==> src/rtl/note_game_ctrl.sv <==
// note_game_ctrl
// Round sequencer for the "memory" game mode. Each round it advances the
// random-note LFSR once, appends the new note to an internal sequence
// buffer, plays the whole sequence back through the tone generator and then
// checks the player's key presses against it.
//
// Ports:
//   clk          system clock
//   reset        asynchronous, active-high reset
//   start        one-cycle pulse, starts a new game from IDLE/WIN/LOSE
//   rand_note    current LFSR output (0..11)
//   Enable_rand  one-cycle advance strobe to the LFSR
//   key_valid    one-cycle key press pulse
//   key_note     note index of the pressed key
//   play_en      tone generator enable during playback
//   play_note    note to sound while play_en=1
//   level        current sequence length
//   busy         high while a game is in progress
//   pass         held high after a won game
//   fail         held high after a lost game
module note_game_ctrl #(
  parameter int MAX_LEN  = 8,
  parameter int NOTE_CYC = 25000000,
  parameter int GAP_CYC  = 5000000
) (
  input  logic       clk,
  input  logic       reset,
  input  logic       start,
  input  logic [3:0] rand_note,
  output logic       Enable_rand,
  input  logic       key_valid,
  input  logic [3:0] key_note,
  output logic       play_en,
  output logic [3:0] play_note,
  output logic [3:0] level,
  output logic       busy,
  output logic       pass,
  output logic       fail
);

  localparam int MAX_CYC = (NOTE_CYC > GAP_CYC) ? NOTE_CYC : GAP_CYC;
  localparam int TW      = $clog2(MAX_CYC + 1);
  localparam logic [TW-1:0] NOTE_LD = TW'(NOTE_CYC - 1);
  localparam logic [TW-1:0] GAP_LD  = TW'(GAP_CYC - 1);
  localparam logic [3:0]    MAX_LEN_4 = 4'(MAX_LEN);

  typedef enum logic [2:0] {
    IDLE, GEN, CAPT, PLAY, GAP, WAIT, WIN, LOSE
  } state_t;

  state_t          state_reg;
  logic [3:0]      len_reg;
  logic [3:0]      idx_reg;
  logic [TW-1:0]   timer_reg;
  logic [3:0]      seq [MAX_LEN];

  logic [3:0]      idx_plus;
  logic [3:0]      cur_note;
  logic [3:0]      nxt_note;
  logic            last_idx;

  assign idx_plus = idx_reg + 4'd1;
  assign last_idx = (idx_plus == len_reg);
  assign level    = len_reg;

  // Read muxes for seq[idx] and seq[idx+1]; out-of-range indices read 0.
  always_comb begin
    cur_note = 4'd0;
    nxt_note = 4'd0;
    for (int i = 0; i < MAX_LEN; i++) begin
      if (idx_reg == 4'(i))  cur_note = seq[i];
      if (idx_plus == 4'(i)) nxt_note = seq[i];
    end
  end

  // Sequence buffer: one new note appended per round, written only in CAPT.
  always_ff @(posedge clk) begin
    for (int i = 0; i < MAX_LEN; i++) begin
      if (state_reg == CAPT && len_reg == 4'(i)) seq[i] <= rand_note;
    end
  end

  always_ff @(posedge clk or posedge reset) begin
    if (reset) begin
      state_reg   <= IDLE;
      len_reg     <= 4'd0;
      idx_reg     <= 4'd0;
      timer_reg   <= '0;
      Enable_rand <= 1'b0;
      play_en     <= 1'b0;
      play_note   <= 4'd0;
      busy        <= 1'b0;
      pass        <= 1'b0;
      fail        <= 1'b0;
    end else begin
      Enable_rand <= 1'b0;
      case (state_reg)
        IDLE, WIN, LOSE: begin
          if (start) begin
            len_reg     <= 4'd0;
            pass        <= 1'b0;
            fail        <= 1'b0;
            busy        <= 1'b1;
            Enable_rand <= 1'b1;
            state_reg   <= GEN;
          end
        end
        GEN: state_reg <= CAPT;
        CAPT: begin
          len_reg   <= len_reg + 4'd1;
          idx_reg   <= 4'd0;
          play_en   <= 1'b1;
          // seq[0] is being written this same edge in the first round
          play_note <= (len_reg == 4'd0) ? rand_note : seq[0];
          timer_reg <= NOTE_LD;
          state_reg <= PLAY;
        end
        PLAY: begin
          if (timer_reg == '0) begin
            play_en   <= 1'b0;
            play_note <= 4'd0;
            timer_reg <= GAP_LD;
            state_reg <= GAP;
          end else begin
            timer_reg <= timer_reg - 1'b1;
          end
        end
        GAP: begin
          if (timer_reg == '0) begin
            if (last_idx) begin
              idx_reg   <= 4'd0;
              state_reg <= WAIT;
            end else begin
              idx_reg   <= idx_plus;
              play_en   <= 1'b1;
              play_note <= nxt_note;
              timer_reg <= NOTE_LD;
              state_reg <= PLAY;
            end
          end else begin
            timer_reg <= timer_reg - 1'b1;
          end
        end
        WAIT: begin
          if (key_valid) begin
            if (key_note != cur_note) begin
              fail      <= 1'b1;
              busy      <= 1'b0;
              state_reg <= LOSE;
            end else if (!last_idx) begin
              idx_reg <= idx_plus;
            end else if (len_reg == MAX_LEN_4) begin
              pass      <= 1'b1;
              busy      <= 1'b0;
              state_reg <= WIN;
            end else begin
              Enable_rand <= 1'b1;
              state_reg   <= GEN;
            end
          end
        end
        default: state_reg <= IDLE;
      endcase
    end
  end

endmodule

==> config.mk <==
export PLATFORM = sky130hd
export DESIGN_NAME = note_game_ctrl
export DESIGN_NICKNAME = d
export VERILOG_FILES = /design/src/rtl/note_game_ctrl.sv
export SDC_FILE = /design/constraint.sdc
export NUM_CORES = 1
export LEC_CHECK = 0
export BUFFER_PORTS_ARGS = -buffer_cell sky130_fd_sc_hd__buf_2
export CORE_ASPECT_RATIO = 0.9
export CORE_MARGIN = 2
export CORE_UTILIZATION = 56
export DETAILED_ROUTE_END_ITERATION = 8
export HOLD_SLACK_MARGIN = 0.15
export PLACE_DENSITY = 0.74
export SETUP_SLACK_MARGIN = 0.05
export SYNTH_ARGS = -nofsm -noshare
export SYNTH_HDL_FRONTEND = slang
export SYNTH_SLANG_ARGS = --single-unit
==> constraint.sdc <==
create_clock -name clk -period 3 [get_ports clk]
set_clock_uncertainty 0.2 [all_clocks]
set_input_delay 0.15 -clock clk [delete_from_list [all_inputs] [get_ports clk]]
set_output_delay 0.15 -clock clk [all_outputs]
set_load 0.05 [all_outputs]
## Word level (Yosys, flattened, before mapping)

Memory sizes are Yosys's and may differ from the RTL's.
Cells that the tools add are included.

| word-level totals | value |
|---|---|
| memory bits (writable) | 32 |
| output and inout port bits | 13 |
| word-level logic and storage cells | 195 |
| register bits | 45 |
| bits of input ports | 12 |
| memories | 1 |

| cells by class | value |
|---|---|
| $add $sub $neg | 3 |
| multiplexer cells | 104 |
| eq/ne operators | 44 |
| reductions and logical operators | 33 |

Memories:

| memory | words | width | read ports | clocked after Yosys merged registers in | wr ports | RTL line | text |
|---|---|---|---|---|---|---|---|
| seq | 8 | 4 | 8 | 0 | 1 | 55 | `logic [3:0] seq [MAX_LEN];` |

Operators with widths:

| cell | number |
|---|---|
| 4-bit 2-to-1 mux | 33 |
| 25-bit 2-to-1 mux | 3 |
| 25-bit one-hot mux with 3 select lines | 1 |
| 4-bit by 3-bit equality test with 1-bit output, second input constant | 12 |
| 3-bit 2-to-1 mux | 15 |
| 1-bit 2-to-1 mux | 43 |
| 4-bit OR reduction | 7 |
| 25-bit logical NOT | 1 |
| 25-bit by 1-bit subtractor with 25-bit output, second input constant | 1 |
| 4-bit by 2-bit equality test with 1-bit output, second input constant | 6 |
| 4-bit one-hot mux with 3 select lines | 2 |
| 2-bit != test, second input constant | 10 |
| 3-bit one-hot mux with 6 select lines | 1 |
| 5-bit AND reduction | 3 |
| 3-bit equality test, second input constant | 4 |
| 4-bit by 1-bit equality test with 1-bit output, second input constant | 3 |
| 4-bit logical NOT | 3 |
| 3-bit != test, second input constant | 3 |
| 4-bit by 1-bit adder with 4-bit output, second input constant | 2 |
| 1-bit logical AND | 8 |
| 1-bit one-hot mux with 2 select lines | 4 |
| 4-bit one-hot mux with 2 select lines | 1 |
| 4-bit AND reduction | 2 |
| 3-bit by 2-bit equality test with 1-bit output, second input constant | 2 |
| other kinds (11) | 14 |

## Logic depth before layout (Yosys ltp)

| depth | value |
|---|---|
| depth after elaboration | 13 |
| mapped depth | 11 |
| gate-level depth less buffers | 9 |

## Worst setup path before layout

OpenSTA, ideal clock, no wires.

| timing | value |
|---|---|
| kind | register -> register |
| start | register idx_reg[0] |
| end | register idx_reg[0] |
| required time | 2679 ps |
| path buffers | 1 |
| clock period less this slack | 2982 ps |
| stages on the path, launching flop included | 11 |
| arrival time | 2661 ps |
| setup time | 121 ps |
| setup slack | 18 ps |
| cells stage by stage | dfrtp_1 -> inv_1 -> ha_1 -> buf_2 -> or3b_1 -> a21o_1 -> and4_4 -> or4b_4 -> nor3_4 -> a21oi_1 -> a22o_1 |

| between the ends | value |
|---|---|
| cells in the longest elaborated chain, start to end | 12 |
| elaborated cells on any way between the ends | 28 |
| classes of those cells | 1 x add/sub; 11 x eq/ne; 14 x mux; 2 x reduce/logical |

Ends and longest elaborated chain:

| item | RTL line | text |
|---|---|---|
| start, declared | 53 | `logic [3:0] idx_reg;` |
| start signal, assigned | 134 | `idx_reg <= idx_plus;` |
| start signal, assigned | 151 | `idx_reg <= idx_plus;` |
| 4-bit logical NOT | 71 | `if (idx_reg == 4'(i)) cur_note = seq[i];` |
| 4-bit 2-to-1 mux (8 in series) | 71 |  |
| 4-bit != test | 146 | `if (key_note != cur_note) begin` |
| 2-bit != test (no source line) | n/a |  |
| 5-bit AND reduction (no source line) | n/a |  |

Parallel ways exist; a longest one is shown, timed or not. The select of a mux whose other input is x is not followed.
A chain may end at the register's enable or synchronous reset.

## Worst setup path in the final report

| timing | value |
|---|---|
| start | register idx_reg[1] |
| end | register idx_reg[3] |

The elaborated chain is that of the path after synthesis.

==> impl_metrics.csv <==
group,metric,value,unit
cells_and_area,finish.net_count,586,
setup_path,critical_path_arrival,2950,ps
sta,period_share,96.65,%
placement,dp.final_hpwl,8857,um
setup_path,crit_path_max_fanout,4,
yosys,avgSynthCellArea,9.225,um2
routing,dr_iter_0_viols,338,
cells_and_area,layout_common_cells,"sky130_fd_sc_hd__nand2_1 (49), sky130_fd_sc_hd__dfrtp_1 (43), sky130_fd_sc_hd__nor2_1 (43), sky130_fd_sc_hd__a21oi_1 (42)",
clocking,cts_max_level,3,
yosys,post_syn_instances,504,
yosys,synth_largest_type_area_fraction,24.22,%
yosys,post_synth_num_cell_types,67,
clocking,clk_latency,360,ps
floorplan,die_width,100.0,um
hold_path,hold_start,"key_note[1]",
cells_and_area,number_of_flip_flops_under_the_largest_register_name,32,
hold_path,worst_hold_path.endpoint,"Enable_rand$_DFF_PP0_",
cells_and_area,insertedDiodeCount,0,
sta,slew_viol_final,0,
setup_path,end_kind,"flop",
hold_path,hold_class,"primary input to flop",
yosys,ys_warn_count,0,
sta,setup_tns,0,ps
floorplan,die-height,90.44,um
cells_and_area,final_common_cell,"sky130_fd_sc_hd__nand2_1",
power_and_ir_drop,p_leak,2.190,nW
placement,io_buffer_count,24,
sta,post-route-worst-setup-slack,100.4,ps
yosys,sequential_cell_area_fraction_in_the_yosys_report,44.89,%
floorplan,ios,25,
clocking,clock_tree_from_tritoncts,"yes",
yosys,share_of_synthesized_flip_flops_with_an_asynchronous_set_or_reset,58.44,%
grt,track_usage,27.56,%
setup_path,worst-setup-path-type,"flop to flop",
floorplan,fp.coreArea,8068,um2
yosys,netlist.top_cell.by_area,"sky130_fd_sc_hd__dfrtp_1",
floorplan,fp-row-count,31,
floorplan,initial_utilization,57.63,%
yosys,synth_area,4649,um2
power_and_ir_drop,worst_ir_drop_vdd,0.6118,mV
floorplan,floorplan.die_area,9048,um2
setup_path,worst_ep_required_time,3050,ps
clocking,clock_pin_slew_on_the_worst_setup_and_hold_paths,90,ps
setup_path,start_kind,"flop",
routing,vias_per_cell,6.216,
job,drv.max_cap_violation_count,0,
cells_and_area,area.growth.synth_to_final,19.19,%
routing,drt-total-wl,12090,um
grt,first_global_vias,3877,
placement,detailedPlace.worstSlack,15.05,ps
yosys,ys_dominant_reg_cell,"sky130_fd_sc_hd__dfrtp_1",
sta,worstMarginPinSlew,920.0,ps
setup_path,rrSetupSlack,100,ps
cells_and_area,share_of_final_layout_standard_cells_stronger_than_drive_strength_1,21.48,%
routing,vias,4146,
power_and_ir_drop,power_per_cell_area,646.5,nW/um2
grt,antenna_found_initial,0,
sta,peak_clock_frequency_supported_by_timing,0.3449,GHz
clocking,cts-root-to-sink-buffers,2,
clocking,clock_tree.root_cell,"sky130_fd_sc_hd__clkbuf_8",
run_status,run_status,"complete, no violations",
hold_path,worstHoldPathCells,5,
routing,detail_route.first_pass.iterations,8,
sta,finalSetupViolations,0,
yosys,synth-edff-count,32,
routing,antenna_left,0,
sta,relSlewSlack,38.58,%
yosys,postSynthRegisterBits,77,
grt,global_route.overflow_total,0,
grt,grt_start_max_net_pins,46,
cells_and_area,fillers,635,
sta,period_needed,2900,ps
setup_path,crit-reg2reg-capture,"idx_reg[3]$_DFFE_PP0P_",
routing,drcViolationCount,0,
routing,detail_route.wl_per_cell,18.12,um
placement,gp_congestion,0.9797,
setup_path,reg2reg_from,"idx_reg[1]$_DFFE_PP0P_",
sta,timing.final.hold_violations,0,
setup_path,reg2reg_depth,8,
clocking,numClockSinks,77,
sta,rsz0062_at_grt,"true",
grt,grt_pass1_wl,19710,um
yosys,synthesis.nets,527,
clocking,cts-buffers-inserted,9,
yosys,yosys-top-cells-area,"sky130_fd_sc_hd__dfrtp_1 (24%), sky130_fd_sc_hd__edfxtp_1 (21%), sky130_fd_sc_hd__a21oi_1 (4.6%), sky130_fd_sc_hd__o21ai_0 (4.1%), sky130_fd_sc_hd__nand2_1 (4.0%)",
-- cells in the mapped netlist (3+ instances only) --
master / number
sky130_fd_sc_hd__and2_1: 3
sky130_fd_sc_hd__a21oi_1: 43
sky130_fd_sc_hd__a21o_1: 3
sky130_fd_sc_hd__buf_2: 11
sky130_fd_sc_hd__a221o_1: 3
sky130_fd_sc_hd__ha_1: 11
sky130_fd_sc_hd__a22o_1: 5
sky130_fd_sc_hd__o22a_1: 3
sky130_fd_sc_hd__dfrtp_1: 45
sky130_fd_sc_hd__or3_1: 7
sky130_fd_sc_hd__buf_1: 3
sky130_fd_sc_hd__edfxtp_1: 32
sky130_fd_sc_hd__nand4_1: 3
sky130_fd_sc_hd__xnor2_1: 9
sky130_fd_sc_hd__nor3b_1: 3
sky130_fd_sc_hd__nand2_1: 50
sky130_fd_sc_hd__a31oi_1: 3
sky130_fd_sc_hd__nor2b_1: 7
sky130_fd_sc_hd__a211oi_1: 8
sky130_fd_sc_hd__o22ai_1: 7
sky130_fd_sc_hd__nor2_1: 43
sky130_fd_sc_hd__o21ai_0: 38
sky130_fd_sc_hd__a21boi_0: 3
sky130_fd_sc_hd__inv_1: 23
sky130_fd_sc_hd__or4_1: 4
sky130_fd_sc_hd__nand4b_1: 3
sky130_fd_sc_hd__nor3_1: 15
sky130_fd_sc_hd__nand2b_1: 14
sky130_fd_sc_hd__o21a_1: 3
sky130_fd_sc_hd__o31ai_1: 4
sky130_fd_sc_hd__o211ai_1: 3
sky130_fd_sc_hd__a22oi_1: 9
sky130_fd_sc_hd__nand3_1: 12
sky130_fd_sc_hd__nor4_1: 8
sky130_fd_sc_hd__o21ai_1: 3
sky130_fd_sc_hd__nand3b_1: 9
sky130_fd_sc_hd__clkbuf_1: 9
sky130_fd_sc_hd__mux2_2: 4
-- power by group --
group	internal (mW)	switching, mW
registers	1.28	0.143
logic	0.464	0.930
clock network	0.323	0.442
total	2.07	1.51
-- critical path, cell delays in order (launching register included) --
cell	delay, ps
sky130_fd_sc_hd__dfrtp_2	470
sky130_fd_sc_hd__ha_4	180
sky130_fd_sc_hd__or3_4	370
sky130_fd_sc_hd__a221o_1	300
sky130_fd_sc_hd__and4_4	170
sky130_fd_sc_hd__or4b_4	520
sky130_fd_sc_hd__nor3_4	240
sky130_fd_sc_hd__a21oi_2	100
sky130_fd_sc_hd__a32o_1	230
-- area by class of cell --
| type | instances | area (um2) | area share [%] |
|---|---|---|---|
| sequential | 77 | 2090 | 37.71 |
| tap | 99 | 123.9 | 2.235 |
| clock inverter | 7 | 67.56 | 1.219 |
| timing repair buffer | 72 | 518.0 | 9.347 |
| multi-input combinational | 380 | 2532 | 45.70 |
| clock buffer | 9 | 123.9 | 2.235 |
| inverter | 23 | 86.33 | 1.558 |
-- layer usage --
layer  GRT usage (%)  vias up  wire, um
met5               0        -         0
met4           5.708        0       116
met3           6.966       16       924
met2           38.96      146      5291
met1           42.81     1995      5754
li1                -     1989         -
-- timing repair --
action                     in CTS  in global routing
setup endpoints to repair       3                 35
gates resized for setup         6                 28
hold endpoints to repair       83                  0
setup buffers                   1                  3
hold buffers                    7                  0
pin swaps                       2                  9
-- metrics by stage --
stage	hold WS [ps]	cells	cell area, um2	utilization (%)	power [mW]
global placement	211.8	640	5077	62.93	2.751
floorplan	48.87	504	4651	-	2.391
finish	195.1	667	5542	68.69	3.583
global route	200.3	667	5542	68.69	3.772
CTS	157.4	664	5376	66.64	3.561
detailed placement	209.1	640	5077	62.93	2.783
-- cell families (layout without fill, tap and decap cells) --
group | after synthesis | after routing | share of synthesized area [%]
AOI/OAI and AO/OA | 157 | 157 | 21.64
and+or+nand+nor | 194 | 194 | 22.36
DFF | 77 | 77 | 44.89
muxes | 6 | 6 | 1.399
buffers and inverters | 47 | 111 | 4.171
xor gates and xnor gates | 12 | 12 | 2.584
adders and majority gates | 11 | 11 | 2.960
-- worst max path at each step --
stage	slack [ps]	start	end
after floorplan	80	idx_reg[0]$_DFFE_PP0P_	idx_reg[0]$_DFFE_PP0P_
after global placement	80	idx_reg[0]$_DFFE_PP0P_	Enable_rand$_DFF_PP0_
after detailed placement	20	idx_reg[1]$_DFFE_PP0P_	Enable_rand$_DFF_PP0_
after CTS	50	idx_reg[0]$_DFFE_PP0P_	Enable_rand$_DFF_PP0_
after global routing	20	idx_reg[1]$_DFFE_PP0P_	idx_reg[3]$_DFFE_PP0P_
final	100	idx_reg[1]$_DFFE_PP0P_	idx_reg[3]$_DFFE_PP0P_
(Power assumes the default switching activity.)
